<file path="src/rtl/alu_op_sequencer_pkg.sv">
// Shared definitions for the ALU op sequencer and its neighbours.
//   - OP_* : bit positions inside the one-hot ALU op vector
//   - state_t : sequencer FSM states (2-bit encoding)
//   - max_int : helper for sizing counters from parameters
package alu_op_sequencer_pkg;

  localparam int OP_ADD = 0;
  localparam int OP_SUB = 1;
  localparam int OP_MUL = 2;
  localparam int OP_DIV = 3;
  localparam int OP_SHR = 4;
  localparam int OP_SHL = 5;
  localparam int OP_ROR = 6;
  localparam int OP_ROL = 7;
  localparam int OP_AND = 8;
  localparam int OP_OR  = 9;
  localparam int OP_NEG = 10;
  localparam int OP_NOT = 11;

  typedef enum logic [1:0] {
    S_IDLE = 2'd0,
    S_EXEC = 2'd1,
    S_DONE = 2'd2
  } state_t;

  function automatic int max_int(input int a, input int b);
    return (a > b) ? a : b;
  endfunction

endpackage

</file>
<file path="src/rtl/alu_op_sequencer_if.sv">
// Bus bundle between control unit, sequencer and combinational ALU.
//   master : control unit / ALU side (drives requests and alu_result)
//   slave  : the sequencer (drives ready, ALU inputs, Z and status pulses)
interface alu_op_sequencer_if #(
  parameter int BITS      = 32,
  parameter int SIG_COUNT = 12
);
  logic                  req_valid;
  logic                  req_ready;
  logic [SIG_COUNT-1:0]  req_op;
  logic [BITS-1:0]       req_x;
  logic [BITS-1:0]       req_y;
  logic [SIG_COUNT-1:0]  alu_ctrl;
  logic [BITS-1:0]       alu_x;
  logic [BITS-1:0]       alu_y;
  logic [2*BITS-1:0]     alu_result;
  logic [BITS-1:0]       z_hi;
  logic [BITS-1:0]       z_lo;
  logic                  busy;
  logic                  done;
  logic                  op_err;

  modport master (
    output req_valid, req_op, req_x, req_y, alu_result,
    input  req_ready, alu_ctrl, alu_x, alu_y, z_hi, z_lo, busy, done, op_err
  );

  modport slave (
    input  req_valid, req_op, req_x, req_y, alu_result,
    output req_ready, alu_ctrl, alu_x, alu_y, z_hi, z_lo, busy, done, op_err
  );
endinterface

</file>
<file path="src/rtl/alu_op_sequencer_onehot_check.sv">
// onehot_check: combinational test that exactly one bit of vec is set.
//   vec       in  SIG_COUNT  vector under test
//   is_onehot out 1          1 when vec has exactly one bit set
module onehot_check #(
  parameter int SIG_COUNT = 12
) (
  input  logic [SIG_COUNT-1:0] vec,
  output logic                 is_onehot
);
  localparam logic [SIG_COUNT-1:0] ONE = {{(SIG_COUNT-1){1'b0}}, 1'b1};

  // Clearing the lowest set bit leaves zero only for single-bit vectors.
  assign is_onehot = (vec != '0) && ((vec & (vec - ONE)) == '0);
endmodule

</file>
<file path="src/rtl/alu_op_sequencer.sv">
// alu_op_sequencer: runs one ALU operation at a time.
//   clock  in  rising-edge clock
//   clear  in  asynchronous active-high reset
//   bus    slave modport: request handshake (req_*), ALU drive (alu_ctrl/x/y),
//          ALU result in, captured Z (z_hi/z_lo), busy/done/op_err status.
// A one-hot request is latched, held on the ALU inputs for the op's latency,
// and the full 2*BITS result is captured into Z as done pulses. Non one-hot
// requests are consumed and flagged with a single-cycle op_err.
module alu_op_sequencer
  import alu_op_sequencer_pkg::*;
#(
  parameter int BITS          = 32,
  parameter int SIG_COUNT     = 12,
  parameter int MULDIV_CYCLES = 4,
  parameter int SIMPLE_CYCLES = 1
) (
  input  logic              clock,
  input  logic              clear,
  alu_op_sequencer_if.slave bus
);
  localparam int CNT_W = $clog2(max_int(MULDIV_CYCLES, SIMPLE_CYCLES)) + 1;
  localparam logic [CNT_W-1:0] MULDIV_LOAD = CNT_W'(MULDIV_CYCLES - 1);
  localparam logic [CNT_W-1:0] SIMPLE_LOAD = CNT_W'(SIMPLE_CYCLES - 1);
  localparam logic [CNT_W-1:0] CNT_ONE     = CNT_W'(1);

  state_t               state_reg, state_next;
  logic [CNT_W-1:0]     cnt_reg, cnt_next;
  logic [SIG_COUNT-1:0] op_reg, op_next;
  logic [BITS-1:0]      x_reg, x_next;
  logic [BITS-1:0]      y_reg, y_next;
  logic [BITS-1:0]      z_hi_reg, z_hi_next;
  logic [BITS-1:0]      z_lo_reg, z_lo_next;
  logic                 op_err_reg, op_err_next;
  logic                 op_ok;
  logic                 handshake;

  onehot_check #(.SIG_COUNT(SIG_COUNT)) u_onehot (
    .vec       (bus.req_op),
    .is_onehot (op_ok)
  );

  // req_ready is decoded from the state register only, so the handshake
  // never depends combinationally on the requester.
  assign handshake = bus.req_valid && (state_reg == S_IDLE);

  always_ff @(posedge clock or posedge clear) begin
    if (clear) begin
      state_reg  <= S_IDLE;
      cnt_reg    <= '0;
      op_reg     <= '0;
      x_reg      <= '0;
      y_reg      <= '0;
      z_hi_reg   <= '0;
      z_lo_reg   <= '0;
      op_err_reg <= 1'b0;
    end else begin
      state_reg  <= state_next;
      cnt_reg    <= cnt_next;
      op_reg     <= op_next;
      x_reg      <= x_next;
      y_reg      <= y_next;
      z_hi_reg   <= z_hi_next;
      z_lo_reg   <= z_lo_next;
      op_err_reg <= op_err_next;
    end
  end

  always_comb begin
    state_next  = state_reg;
    cnt_next    = cnt_reg;
    op_next     = op_reg;
    x_next      = x_reg;
    y_next      = y_reg;
    z_hi_next   = z_hi_reg;
    z_lo_next   = z_lo_reg;
    op_err_next = 1'b0;

    case (state_reg)
      S_IDLE: begin
        if (handshake) begin
          if (op_ok) begin
            op_next    = bus.req_op;
            x_next     = bus.req_x;
            y_next     = bus.req_y;
            cnt_next   = (bus.req_op[OP_MUL] || bus.req_op[OP_DIV]) ? MULDIV_LOAD : SIMPLE_LOAD;
            state_next = S_EXEC;
          end else begin
            op_err_next = 1'b1;
          end
        end
      end
      S_EXEC: begin
        if (cnt_reg != '0) begin
          cnt_next = cnt_reg - CNT_ONE;
        end else begin
          // Last hold cycle: ALU inputs have been stable long enough.
          z_hi_next  = bus.alu_result[2*BITS-1:BITS];
          z_lo_next  = bus.alu_result[BITS-1:0];
          op_next    = '0;
          state_next = S_DONE;
        end
      end
      S_DONE: begin
        state_next = S_IDLE;
      end
      default: begin
        state_next = S_IDLE;
      end
    endcase
  end

  assign bus.req_ready = (state_reg == S_IDLE);
  assign bus.busy      = (state_reg != S_IDLE);
  assign bus.done      = (state_reg == S_DONE);
  assign bus.op_err    = op_err_reg;
  assign bus.alu_ctrl  = op_reg;
  assign bus.alu_x     = x_reg;
  assign bus.alu_y     = y_reg;
  assign bus.z_hi      = z_hi_reg;
  assign bus.z_lo      = z_lo_reg;
endmodule

</file>
<file path="src/flat_wrapper.sv">
// flat-port wrapper written by rule: the top's interface ports become plain ports
module alu_op_sequencer_flat import alu_op_sequencer_pkg::*;
#(
  parameter int BITS          = 32,
  parameter int SIG_COUNT     = 12,
  parameter int MULDIV_CYCLES = 4,
  parameter int SIMPLE_CYCLES = 1
)
  (clock, clear, bus_req_valid, bus_req_op, bus_req_x, bus_req_y, bus_alu_result, bus_req_ready, bus_alu_ctrl, bus_alu_x, bus_alu_y, bus_z_hi, bus_z_lo, bus_busy, bus_done, bus_op_err);
  alu_op_sequencer_if #(.BITS(BITS), .SIG_COUNT(SIG_COUNT)) bus_i ();
  input  logic clock;
  input  logic clear;
  input wire logic [$bits(bus_i.req_valid)-1:0] bus_req_valid;
  input wire logic [$bits(bus_i.req_op)-1:0] bus_req_op;
  input wire logic [$bits(bus_i.req_x)-1:0] bus_req_x;
  input wire logic [$bits(bus_i.req_y)-1:0] bus_req_y;
  input wire logic [$bits(bus_i.alu_result)-1:0] bus_alu_result;
  output wire logic [$bits(bus_i.req_ready)-1:0] bus_req_ready;
  output wire logic [$bits(bus_i.alu_ctrl)-1:0] bus_alu_ctrl;
  output wire logic [$bits(bus_i.alu_x)-1:0] bus_alu_x;
  output wire logic [$bits(bus_i.alu_y)-1:0] bus_alu_y;
  output wire logic [$bits(bus_i.z_hi)-1:0] bus_z_hi;
  output wire logic [$bits(bus_i.z_lo)-1:0] bus_z_lo;
  output wire logic [$bits(bus_i.busy)-1:0] bus_busy;
  output wire logic [$bits(bus_i.done)-1:0] bus_done;
  output wire logic [$bits(bus_i.op_err)-1:0] bus_op_err;
  assign bus_i.req_valid = bus_req_valid;
  assign bus_i.req_op = bus_req_op;
  assign bus_i.req_x = bus_req_x;
  assign bus_i.req_y = bus_req_y;
  assign bus_i.alu_result = bus_alu_result;
  assign bus_req_ready = bus_i.req_ready;
  assign bus_alu_ctrl = bus_i.alu_ctrl;
  assign bus_alu_x = bus_i.alu_x;
  assign bus_alu_y = bus_i.alu_y;
  assign bus_z_hi = bus_i.z_hi;
  assign bus_z_lo = bus_i.z_lo;
  assign bus_busy = bus_i.busy;
  assign bus_done = bus_i.done;
  assign bus_op_err = bus_i.op_err;
  alu_op_sequencer #(.BITS(BITS), .SIG_COUNT(SIG_COUNT), .MULDIV_CYCLES(MULDIV_CYCLES), .SIMPLE_CYCLES(SIMPLE_CYCLES)) u_core (.clock(clock), .clear(clear), .bus(bus_i));
endmodule
</file>
<file path="config.mk">
export PLATFORM = sky130hd
export DESIGN_NAME = alu_op_sequencer_flat
export DESIGN_NICKNAME = d
export VERILOG_FILES = /design/src/rtl/alu_op_sequencer_pkg.sv /design/src/rtl/alu_op_sequencer_if.sv /design/src/rtl/alu_op_sequencer_onehot_check.sv /design/src/rtl/alu_op_sequencer.sv /design/src/flat_wrapper.sv
export SDC_FILE = /design/constraint.sdc
export NUM_CORES = 1
export LEC_CHECK = 0
export BUFFER_PORTS_ARGS = -buffer_cell sky130_fd_sc_hd__clkbuf_2
export CAP_MARGIN = 10
export CELL_PAD_IN_SITES_DETAIL_PLACEMENT = 1
export CELL_PAD_IN_SITES_GLOBAL_PLACEMENT = 1
export CORE_UTILIZATION = 32
export DETAILED_ROUTE_END_ITERATION = 8
export PLACE_DENSITY_LB_ADDON = 0.1
export SYNTH_ARGS = -nofsm -noshare
export SYNTH_HDL_FRONTEND = slang
export SYNTH_SLANG_ARGS = --single-unit
</file>
<file path="constraint.sdc">
create_clock -name clock -period 5.3 [get_ports clock]
set_input_delay 0 -clock clock [delete_from_list [all_inputs] [get_ports clock]]
set_output_delay 0 -clock clock [all_outputs]
set_load 0.02 [all_outputs]
</file>
==> results of run 1 <==
==> critical path, stage by stage <==
cell           delay (ns)
dlygate4sd3_1        0.56
clkbuf_2             0.14
or4_4                0.56
nor4b_2              0.33
mux2i_1              0.17
or4_2                1.07
buf_4                0.42
nand3_1              0.15
nand2_1              0.07
==> cell type report <==
cell class | instances | area share, %
tap | 225 | 3.01
inverter | 6 | 0.294
clock inverter | 13 | 1.71
sequential | 146 | 39.1
clock buffer | 19 | 4.74
timing repair buffer | 434 | 31.0
multi-input combinational | 465 | 20.2
==> what timing repair did <==
action                                 4_1_cts  5_1_grt
setup endpoints to repair                    0        0
hold buffers                               143        0
endpoints found under the hold margin      228        0
resized for setup                            0        0
==> worst max-delay path by stage <==
stage	from	to	slack [ns]	depth (start not counted)
2_1_floorplan	clear	u_core.bus.alu_ctrl[0]	1.38	1
3_3_place_gp	bus_req_op[3]	u_core.bus.alu_ctrl[2]	2.35	8
3_5_place_dp	bus_req_op[3]	u_core.bus.alu_ctrl[2]	2.25	8
4_1_cts	bus_req_op[3]	u_core.bus.alu_ctrl[2]	2.10	9
5_1_grt	bus_req_op[3]	u_core.bus.alu_ctrl[4]	1.92	9
6_report	bus_req_op[3]	u_core.bus.alu_ctrl[7]	2.10	9
==> logic make-up (layout without fill, tap and decap cells) <==
| kind of cell | count (synthesis) | in the layout | share of synthesized area (%) |
|---|---|---|---|
| mux | 1 | 1 | 0.176 |
| simple gates | 450 | 450 | 31.0 |
| flops | 146 | 146 | 64.2 |
| compound gates | 12 | 12 | 1.43 |
| fa+ha+maj | 2 | 2 | 0.440 |
| buf+inv | 38 | 472 | 2.77 |
==> layer usage <==
layer,vias up,share of wire (%),wire (µm),global-route usage (%)
li1,2833,-,-,-
met1,2850,38,7790,24.9
met2,227,51,10600,41.1
met3,45,8.1,1680,7.63
met4,0,3.0,627,10.1
met5,-,0,0,0
==> power by group through the flow <==
stage	Sequential (W)	Clock [W]	Combinational, W
3_5_place_dp	0.00119	0	0.000207
4_1_cts	0.00117	0.00125	0.000293
2_1_floorplan	0.00123	0	0.0000503
3_3_place_gp	0.00119	0	0.000202
5_1_grt	0.00117	0.00130	0.000323
6_report	0.00117	0.00122	0.000296
==> cells in the final DEF (no fill, tap or decap), types with 2 or more instances in the layout <==
master         synthesis  layout
nand2_1              414     414
clkbuf_2               0     286
dfrtp_1              146     146
dlygate4sd3_1          0     143
clkbuf_16              0      17
nand3_1               14      14
nor2_1                 6       6
buf_4                  0       5
nor3_1                 4       4
inv_1                  6       4
clkinv_2               0       4
o21ai_0                3       3
clkinv_4               0       3
bufinv_16              0       3
nor2b_1                2       2
inv_6                  0       2
ha_1                   2       2
clkinvlp_4             0       2
==> stage by stage <==
step                      util (%)  worst slack, ns  cell area (µm²)  power [W]
final                         53.9             2.10             9350    0.00268
after CTS                     53.9             2.10             9350    0.00271
after detailed placement      42.2             2.25             7320    0.00140
after floorplan                  -             1.38             5690    0.00128
after global routing          53.9             1.92             9350    0.00279
after global placement        42.2             2.35             7320    0.00139
==> summary.md, run 1 <==
| Metric | Value |
|---|---|
| RSZ-0062 raised after global routing | no |
| Drt pass-1 iters | 4 |
| Avg Inst Size Synth | 8.77 µm² |
| Status | finished clean |
| Number of global-route vias before repair | 6489 |
| Port Buffers | 286 |
| Synth-to-Final Area Change | 64.4% |
| Worst slew pin tran | around 1.2 ns |
| Vias | 5955 |
| Critical R2R Launch | u_core.state_reg[0] |
| Worst Setup End Kind | flip-flop |
| Reg2Reg Capture Point | u_core.bus.alu_ctrl[7] |
| Hold WC Path Type | input port to async pin |
| Number of synthesized flops with an enable pin | 0 |
| Fraction of registers with async set/reset | 100% |
| RePlAce Congestion | 0.746 |
| Synthesized cell area | ~0.0057 mm² |
| Sw frac | between 20% and 30% |
| Post-detail-place hpwl | 12.5 mm |
| # Post-CTS Setup Buffers | 0 |
| Post-route ant nets | 0 |
| Post-Place Cells | 1133 |
| Total Routing Usage GR | between 20% and 30% |
| Sequential fraction of design power | 43.6% |
| DR vias/cell | roughly 4.6 |
| Max FO, Critical Path | 47 |
| Nets@finish | 1215 |
| Hold slack final | 0.318 ns |
| Post-route insts no fill | 1308 |
| Largest net degree at the start of global routing | just under 90 |
| R2r setup slk | approximately 2.7 ns |
| Setup TNS after final layout | 0 ns |
| Rel. slew slack | ~23% |
| Post-synth top cells | nand2_1 (414), dfrtp_1 (146), clkbuf_1 (24) |
| Clock sinks | roughly 150 |
| Fmax | 0.312 GHz |
| Global-route wire length before repair | between 30 and 40 mm |
| Crit path time final | between 3 and 4 ns |
| Clock Path Buffers | 2 |
| Filler instances | ~2100 |
| Area of the multi-input gates | 0.00189 mm² |
| Pins Over Slew Limit | 0 |
| Drt wl/cell | ~16 µm |
| Total core area | 0.0174 mm² |
| Die Height | about 140 µm |
| Initial Utilization | between 30% and 40% |
| Synth top area share | approximately 64% |
| Critical path required time | ~5.6 ns |
| Drt initial violations | 213 |
| Total grt overflow | 0 |
| CTS tree | built |
| Power Dens Cells | roughly 290 mW/mm² |
| Synth top area cells | dfrtp_1 (64%), nand2_1 (27%), clkbuf_1 (1.6%) |
| Critical Path Start Type | input port |
| Sw power | approximately 0.00063 W |
| Final Cycle Share | between 60% and 70% |
| Clk_skew | 0.00990 ns |
| Antenna diodes | 0 |
| Die X | ~140 µm |
| Leading area contributor after synthesis | dfrtp_1 |
| Syn nets | 794 |
| Unique cell type count in the Yosys netlist | 32 |
| Endpoints failing setup | 0 |
| Register area | ~0.0037 mm² |
| Critical path type | input port to flip-flop |
| Internal power | slightly above 0.002 W |
| Yosys Warn Count | 0 |
| Post-synthesis register bit count | between 100 and 150 |
| Prevailing post-synth register cell | dfrtp_1 |
| Ports | about 290 |
| Arrival @ worst endpoint | between 3 and 4 ns |
| # DRC | 0 |
| Layout cells sized above 1 | between 30% and 40% |
| Sequential share of the synthesized area | 64.2% |
| Antenna violations before repair | 0 |
| Die area | roughly 0.018 mm² |
| CTS Buf Count | 17 |
| WL final | a little over 20 mm |
| Rows | between 40 and 50 |
| Clk Latency, worst-skew pair | between 0.4 and 0.5 ns |
| Combinational fraction of design power | between 10% and 20% |
| Max cap viols | 0 |
| Clk pwr share | 45.4% |
| Clk root buf | clkbuf_16 |
| Cell with the most instances after synthesis | nand2_1 |
| CTS H-tree lvls | 4 |
| Leakage | between 5 and 6 nW |
| Worst reg-to-reg path cell count | 6 |
| CTS clk-pin slew, worst paths | about 0.06 ns |
| VDD IR max | 0.000214 V |
| Cells after synthesis | roughly 650 |
| Final hold viol count | 0 |
(Power assumes the default switching activity.)
==> run 2: changes to the inputs <==
- clock period: 5.3 -> 3.1 ns (I/O delays scaled with it)
==> run 2 against run 1 <==
  * Cell count rose by 0.46%
  * Clock power rose by 83%
  * Design area rose by 1.0%
  * Wire length rose by 0.72%
  * Die area did not move
  * Clock skew fell by 0.0018 ns
  * Register-to-register slack got worse by 1.8 ns
  * Count of clock-buffer cells in the layout did not move
  * Critical path depth did not move
  * Highest routed layer unchanged
==> summary.md, run 2 (synthesis gave the netlist of run 1 again) <==
| Metric | Value |
|---|---|
| Drt initial violations | 172 (was 213) |
| Clk_skew | 0.00808 ns (was 0.00990 ns) |
| Clk root buf | clkbuf_16 (unchanged) |
| Crit path time final | just under 3 ns |
| Most frequent cells in the layout | nand2_1 (414), clkbuf_2 (286), dfrtp_1 (146) (unchanged) |
| Setup TNS after final layout | 0 ns (unchanged) |
| Global-route wire length before repair | 33.2 mm (was 32.6 mm) |
| Nets@finish | 1219 (was 1215) |
| CTS clk-pin slew, worst paths | 0.06 ns (about the same) |
| Synth-to-Final Area Change | 66.0% (was 64.4%) |
| Max cap viols | 0 (unchanged) |
| Ports | 287 (unchanged) |
| Drt wl/cell | 15.9 µm (was 15.8 µm) |
| Die Height | 135 µm (unchanged) |
| Die area | 0.0183 mm² (unchanged) |
| Layout cells sized above 1 | 30.6% (was 30.4%) |
| CTS H-tree lvls | 4 (unchanged) |
| Worst slew pin tran | 1.09 ns (was 1.16 ns) |
| Total core area | 0.0174 mm² (unchanged) |
| Port Buffers | 286 (unchanged) |
| Final Cycle Share | ~94% |
| Highest metal used | met4 (unchanged) |
| Sw power | 0.00110 W (was 0.000634 W) |
| RePlAce Congestion | 0.777 (was 0.746) |
| Status | finished clean (unchanged) |
| Pins Over Slew Limit | 0 (unchanged) |
| Worst Setup End Kind | flip-flop (unchanged) |
| Internal power | 0.00365 W (was 0.00205 W) |
| Drt pass-1 iters | 4 (unchanged) |
| Post-route ant nets | 0 (unchanged) |
| Vias | 6026 (was 5955) |
| Power Dens Cells | 502 mW/mm² (was 287 mW/mm²) |
| Die X | 135 µm (unchanged) |
| Critical Path Start Type | input port (unchanged) |
| Met2 wire length | 10.7 mm (was 10.6 mm) |
| Total Routing Usage GR | 23.5% (was 23.1%) |
| Met1 WL | 7.99 mm (was 7.79 mm) |
| Antenna violations before repair | 2 (was 0) |
| Endpoints failing setup | 0 (unchanged) |
| Total grt overflow | 0 (unchanged) |
| Combinational fraction of design power | 10.8% (was 11.0%) |
| Most common cell after layout, fill and taps aside | nand2_1 (unchanged) |
| # DRC | 0 (unchanged) |
| Clock Path Buffers | 2 (unchanged) |
| Initial Utilization | 32.8% (unchanged) |
| Tot Pwr | 0.00475 W (was 0.00268 W) |
| Met3 wire length | 1.37 mm (was 1.68 mm) |
| Clock sinks | 146 (unchanged) |
| DR vias/cell | 4.59 (was 4.55) |
| Final hold viol count | 0 (unchanged) |
| Critical path type | input port to flip-flop (unchanged) |
| # Post-CTS Setup Buffers | 0 (unchanged) |
| RSZ-0062 raised after global routing | no (unchanged) |
| Clk pwr share | 47.0% (was 45.4%) |
| Critical path required time | 3.40 ns (was 5.60 ns) |
| Number of global-route vias before repair | 6568 (was 6489) |
| CTS tree | built (unchanged) |
| VDD IR max | 0.000376 V (was 0.000214 V) |
| WL final | 20.8 mm (was 20.7 mm) |
| Sequential fraction of design power | 42.2% (was 43.6%) |
| Leakage | 5.35 nW (was 5.32 nW) |
| Fmax | around 0.34 GHz |
| Arrival @ worst endpoint | 3.22 ns (was 3.50 ns) |
| Post-detail-place hpwl | 13.0 mm (was 12.5 mm) |
| Hold WC Path Type | input port to flip-flop (was input port to async pin) |
| Largest net degree at the start of global routing | 77 (was 89) |
| Rel. slew slack | 27.4% (was 22.5%) |
| Clk Latency, worst-skew pair | 0.42 ns (about the same) |
| Max FO, Critical Path | 31 (was 47) |
| Sw frac | 23.1% (was 23.6%) |
| Rows | 48 (unchanged) |
| CTS Buf Count | 17 (unchanged) |
run 2: changes by cell type in the layout (fill, tap and decap cells not counted), sizes merged, moves of 2 or more:
cell	before	now
clkinvlp	2	4
bufinv	3	5
buf	5	10
clkinv	7	4
diode	0	2
run 2: path summary, 6_finish.rpt:
| path | start | endpoint | slack (ns) | cells past startpoint |
|---|---|---|---|---|
| max | bus_req_op[3] | u_core.bus.alu_x[8] | 0.19 | 9 |
| min | bus_alu_result[41] | u_core.bus.z_hi[9] | 0.32 | 4 |
| max reg2reg | u_core.state_reg[0] | u_core.bus.alu_x[8] | 0.91 | 6 |
| min reg2reg | u_core.bus.alu_y[15] | u_core.bus.alu_y[15] | 0.47 | 2 |
| max in group asynchronous | clear | u_core.bus.z_lo[8] | 1.87 | 4 |
| min in group asynchronous | clear | u_core.bus.alu_y[25] | 0.39 | 3 |
run 2: cell type report:
cell class              count  area (µm²)
repair buffers            438        2950
fillers                  2050        7910
flip-flops and latches    146        3650
inverters                   6        26.3
clock buffers              19         433
multi-input cells         465        1890
well taps                 225         282
diodes                      2        5.00
clock inverters            13         209
run 2: through the flow:
step / worst slack [ns] / util (%) / instance area, µm² / cells / hold slack, ns
6_report: 0.186 / 54.4 / 9450 / 1314 / 0.319
5_1_grt: 0.0616 / 54.4 / 9450 / 1314 / 0.326
4_1_cts: 0.195 / 54.4 / 9440 / 1312 / 0.301
3_5_place_dp: 0.335 / 42.5 / 7380 / 1138 / 0.198
3_3_place_gp: 0.463 / 42.5 / 7380 / 1138 / 0.192
2_1_floorplan: 1.02 / - / 5690 / 649 / 0.105
run 2: routing by layer:
| layer | track usage, % | up-vias |
|---|---|---|
| met5 | 0 | - |
| met4 | 11.2 | 0 |
| met3 | 5.99 | 51 |
| met2 | 42.4 | 223 |
| met1 | 25.5 | 2908 |
| li1 | - | 2844 |
run 2: worst max-delay path, cell delays in order:
cell and delay, ns:
dlygate4sd3_1 0.57, clkbuf_2 0.15, or4_4 0.56, a2111oi_0 0.37, a21oi_1 0.13, or4_2 0.89, buf_4 0.33, nand2_1 0.13
nand2_1 0.07
run 2: power groups by stage:
stage,logic [W],clock network [W],registers (W)
after floorplan,0.0000864,0,0.00210
after global placement,0.000352,0,0.00203
after detailed placement,0.000361,0,0.00203
after CTS,0.000507,0.00229,0.00200
after global routing,0.000559,0.00235,0.00201
final,0.000512,0.00223,0.00200
run 2: timing repair:
item / in CTS / in global routing
hold buffers: 142 / 0
resized for setup: 0 / 0
endpoints found under the hold margin: 185 / 0
==> run 3: changes to the inputs <==
- CTS_BUF_LIST: not set -> sky130_fd_sc_hd__clkbuf_16
==> run 3 against run 2 <==
  * Hold slack about the same
  * Clock power about the same
  * Sequential share of layout area stayed put
  * Design area is the same
  * Critical path depth is the same
  * Core utilization unchanged
  * Register-to-register slack hardly changed
  * Via count is essentially flat
  * Wire length decreased by 0.10%
  * Largest power group unchanged
==> summary.md, run 3 (synthesis gave the netlist of run 1 again) <==
| Metric | Value |
|---|---|
| Status | finished clean (unchanged) |
| Clock Path Buffers | 2 (unchanged) |
| Crit path time final | 2.91 ns (about the same) |
| Hold Path End | u_core.bus.z_hi[9] (unchanged) |
| DR vias/cell | 4.58 (was 4.59) |
| Clk pwr share | 47.0% (about the same) |
| Post_cts resized | 0 (unchanged) |
| Port Buffers | 286 (unchanged) |
| Arrival @ worst endpoint | 3.21 ns (was 3.22 ns) |
| Critical R2R Launch | u_core.state_reg[0] (unchanged) |
| Global-route wire length before repair | 33.2 mm (unchanged) |
| CP max-delay cell | or4_2 (unchanged) |
| Ports | 287 (unchanged) |
| CTS Buf Count | 17 (unchanged) |
| Combinational fraction of design power | 10.8% (about the same) |
| R2r setup slk | 0.91 ns (about the same) |
| Antenna violations before repair | 2 (unchanged) |
| Nets@finish | 1219 (unchanged) |
| Critical path type | input port to flip-flop (unchanged) |
| Die Height | 135 µm (unchanged) |
| Critical path required time | 3.40 ns (about the same) |
| Drt wl/cell | 15.8 µm (was 15.9 µm) |
| Clk root buf | clkbuf_16 (unchanged) |
| Worst slew pin tran | 1.08 ns (was 1.09 ns) |
| Rel. slew slack | 27.6% (was 27.4%) |
| Clk Latency, worst-skew pair | 0.42 ns (about the same) |
| Total grt overflow | 0 (unchanged) |
| Final Cycle Share | 93.9% (was 94.0%) |
| Max cap viols | 0 (unchanged) |
| Total core area | 0.0174 mm² (unchanged) |
| Clock sinks | 146 (unchanged) |
| Post-route ant nets | 0 (unchanged) |
| Vias | 6021 (was 6026) |
| Sw frac | 23.1% (about the same) |
| WL final | 20.8 mm (about the same) |
| CP cell instances | dlygate4sd3_1 -> clkbuf_2 -> or4_4 -> a2111oi_0 -> a21oi_1 -> or4_2 -> buf_4 -> nand2_1 -> nand2_1 (unchanged) |
| RSZ-0062 raised after global routing | no (unchanged) |
| Total Routing Usage GR | 23.5% (unchanged) |
| Die X | 135 µm (unchanged) |
| Final Util | 54.4% (unchanged) |
| Rows | 48 (unchanged) |
| # Post-CTS Setup Buffers | 0 (unchanged) |
| Drt initial violations | 196 (was 172) |
| Post-detail-place hpwl | 13.0 mm (unchanged) |
| Worst reg-to-reg path cell count | 6 (unchanged) |
| Leakage | 5.36 nW (was 5.35 nW) |
| Reg2Reg Capture Point | u_core.bus.alu_x[8] (unchanged) |
| Critical Path Start Type | input port (unchanged) |
| Dpl ws | 0.335 ns (unchanged) |
| RePlAce Congestion | 0.777 (unchanged) |
| Pins Over Slew Limit | 0 (unchanged) |
| Number of global-route vias before repair | 6572 (was 6568) |
| Crit-path most repeated cell | nand2_1 (unchanged) |
| Hold_sp | bus_alu_result[41] (unchanged) |
| Largest net degree at the start of global routing | 77 (unchanged) |
| Most frequent cells in the layout | nand2_1 (414), clkbuf_2 (286), dfrtp_1 (146) (unchanged) |
| Max FO, Critical Path | 31 (unchanged) |
| Power Dens Cells | 501 mW/mm² (was 502 mW/mm²) |
| Fmax | 0.344 GHz (was 0.343 GHz) |
| Worst Setup End Kind | flip-flop (unchanged) |
| CP bufs+invs | 3 (unchanged) |
| Hold path depth | 4 (unchanged) |
| CTS clk-pin slew, worst paths | 0.06 ns (about the same) |
| Internal power | 0.00364 W (was 0.00365 W) |
| Synth-to-Final Area Change | 66.0% (unchanged) |
| CTS tree | built (unchanged) |
| Hold WC Path Type | input port to flip-flop (unchanged) |
| Most common cell after layout, fill and taps aside | nand2_1 (unchanged) |
| Hold slack final | 0.319 ns (about the same) |
| Endpoints failing setup | 0 (unchanged) |
| Die area | 0.0183 mm² (unchanged) |
| Setup TNS after final layout | 0 ns (unchanged) |
| Final hold viol count | 0 (unchanged) |
| Final worst setup slack | 0.190 ns (was 0.186 ns) |
| Sw power | 0.00109 W (was 0.00110 W) |
| # DRC | 0 (unchanged) |
| CP max stage delay | 0.89 ns (about the same) |
| VDD IR max | 0.000376 V (about the same) |
| Filler instances | 2050 (unchanged) |
| Drt pass-1 iters | 4 (unchanged) |
| Layout cells sized above 1 | 30.6% (unchanged) |
| CTS H-tree lvls | 4 (unchanged) |
| Clk_skew | 0.00837 ns (was 0.00808 ns) |
| Sequential fraction of design power | 42.2% (about the same) |
| CP delay by family, top | simple AND/OR/NAND/NOR gates (unchanged) |
| Initial Utilization | 32.8% (unchanged) |
run 3: changes by cell type in the layout (fill, tap and decap cells not counted), sizes merged:
cell / previous run / this run
inv: 6 / 8
clkbuf: 305 / 303
run 3: worst max-delay path by stage:
stage	start	to	slack, ns	cells after the start
finish	bus_req_op[3]	u_core.bus.alu_x[8]	0.19	9
global route	bus_req_op[3]	u_core.bus.alu_x[2]	0.06	9
CTS	bus_req_op[3]	u_core.bus.alu_x[8]	0.19	9
detailed placement	bus_req_op[3]	u_core.bus.alu_x[8]	0.34	8
global placement	bus_req_op[3]	u_core.bus.alu_x[6]	0.46	8
floorplan	bus_req_op[3]	u_core.bus.alu_ctrl[0]	1.02	8
run 3: worst min-delay path: cells and delay by family:
family,cells,cell delay [ns]
and+or+nand+nor,2,0.08
buffers and inverters,2,0.61
run 3: power by group through the flow:
stage          Combinational [W]  Clock [W]  Sequential (W)
6_report                0.000512    0.00222         0.00200
5_1_grt                 0.000559    0.00235         0.00201
4_1_cts                 0.000507    0.00228         0.00200
3_5_place_dp            0.000361          0         0.00203
3_3_place_gp            0.000352          0         0.00203
2_1_floorplan          0.0000864          0         0.00210
run 3: timing repair:
action | CTS | global route
setup endpoints to repair | 0 | 0
hold endpoints to repair | 185 | 0
hold buffers | 142 | 0
run 3: per-stage QoR:
stage / cells / total power (W) / instance area (µm²)
final: 1314 / 0.00474 / 9450
after global routing: 1314 / 0.00491 / 9450
after CTS: 1312 / 0.00479 / 9440
after detailed placement: 1138 / 0.00240 / 7380
after global placement: 1138 / 0.00238 / 7380
after floorplan: 649 / 0.00219 / 5690
run 3: cell type report:
type                    count  area, µm²  area share (%)
clock buffers              17        425            4.50
repair buffers            438       2950            31.3
diodes                      2       5.00          0.0530
inverters                   6       26.3           0.278
clock inverters            15        216            2.29
multi-input cells         465       1890            20.0
well taps                 225        282            2.98
flip-flops and latches    146       3650            38.7
run 3: layer usage:
layer | global-route usage, % | vias up | part of all wire [%]
li1 | - | 2845 | -
met1 | 25.5 | 2902 | 38
met2 | 42.4 | 223 | 52
met3 | 5.99 | 51 | 6.6
met4 | 11.2 | 0 | 3.6
met5 | 0 | - | 0
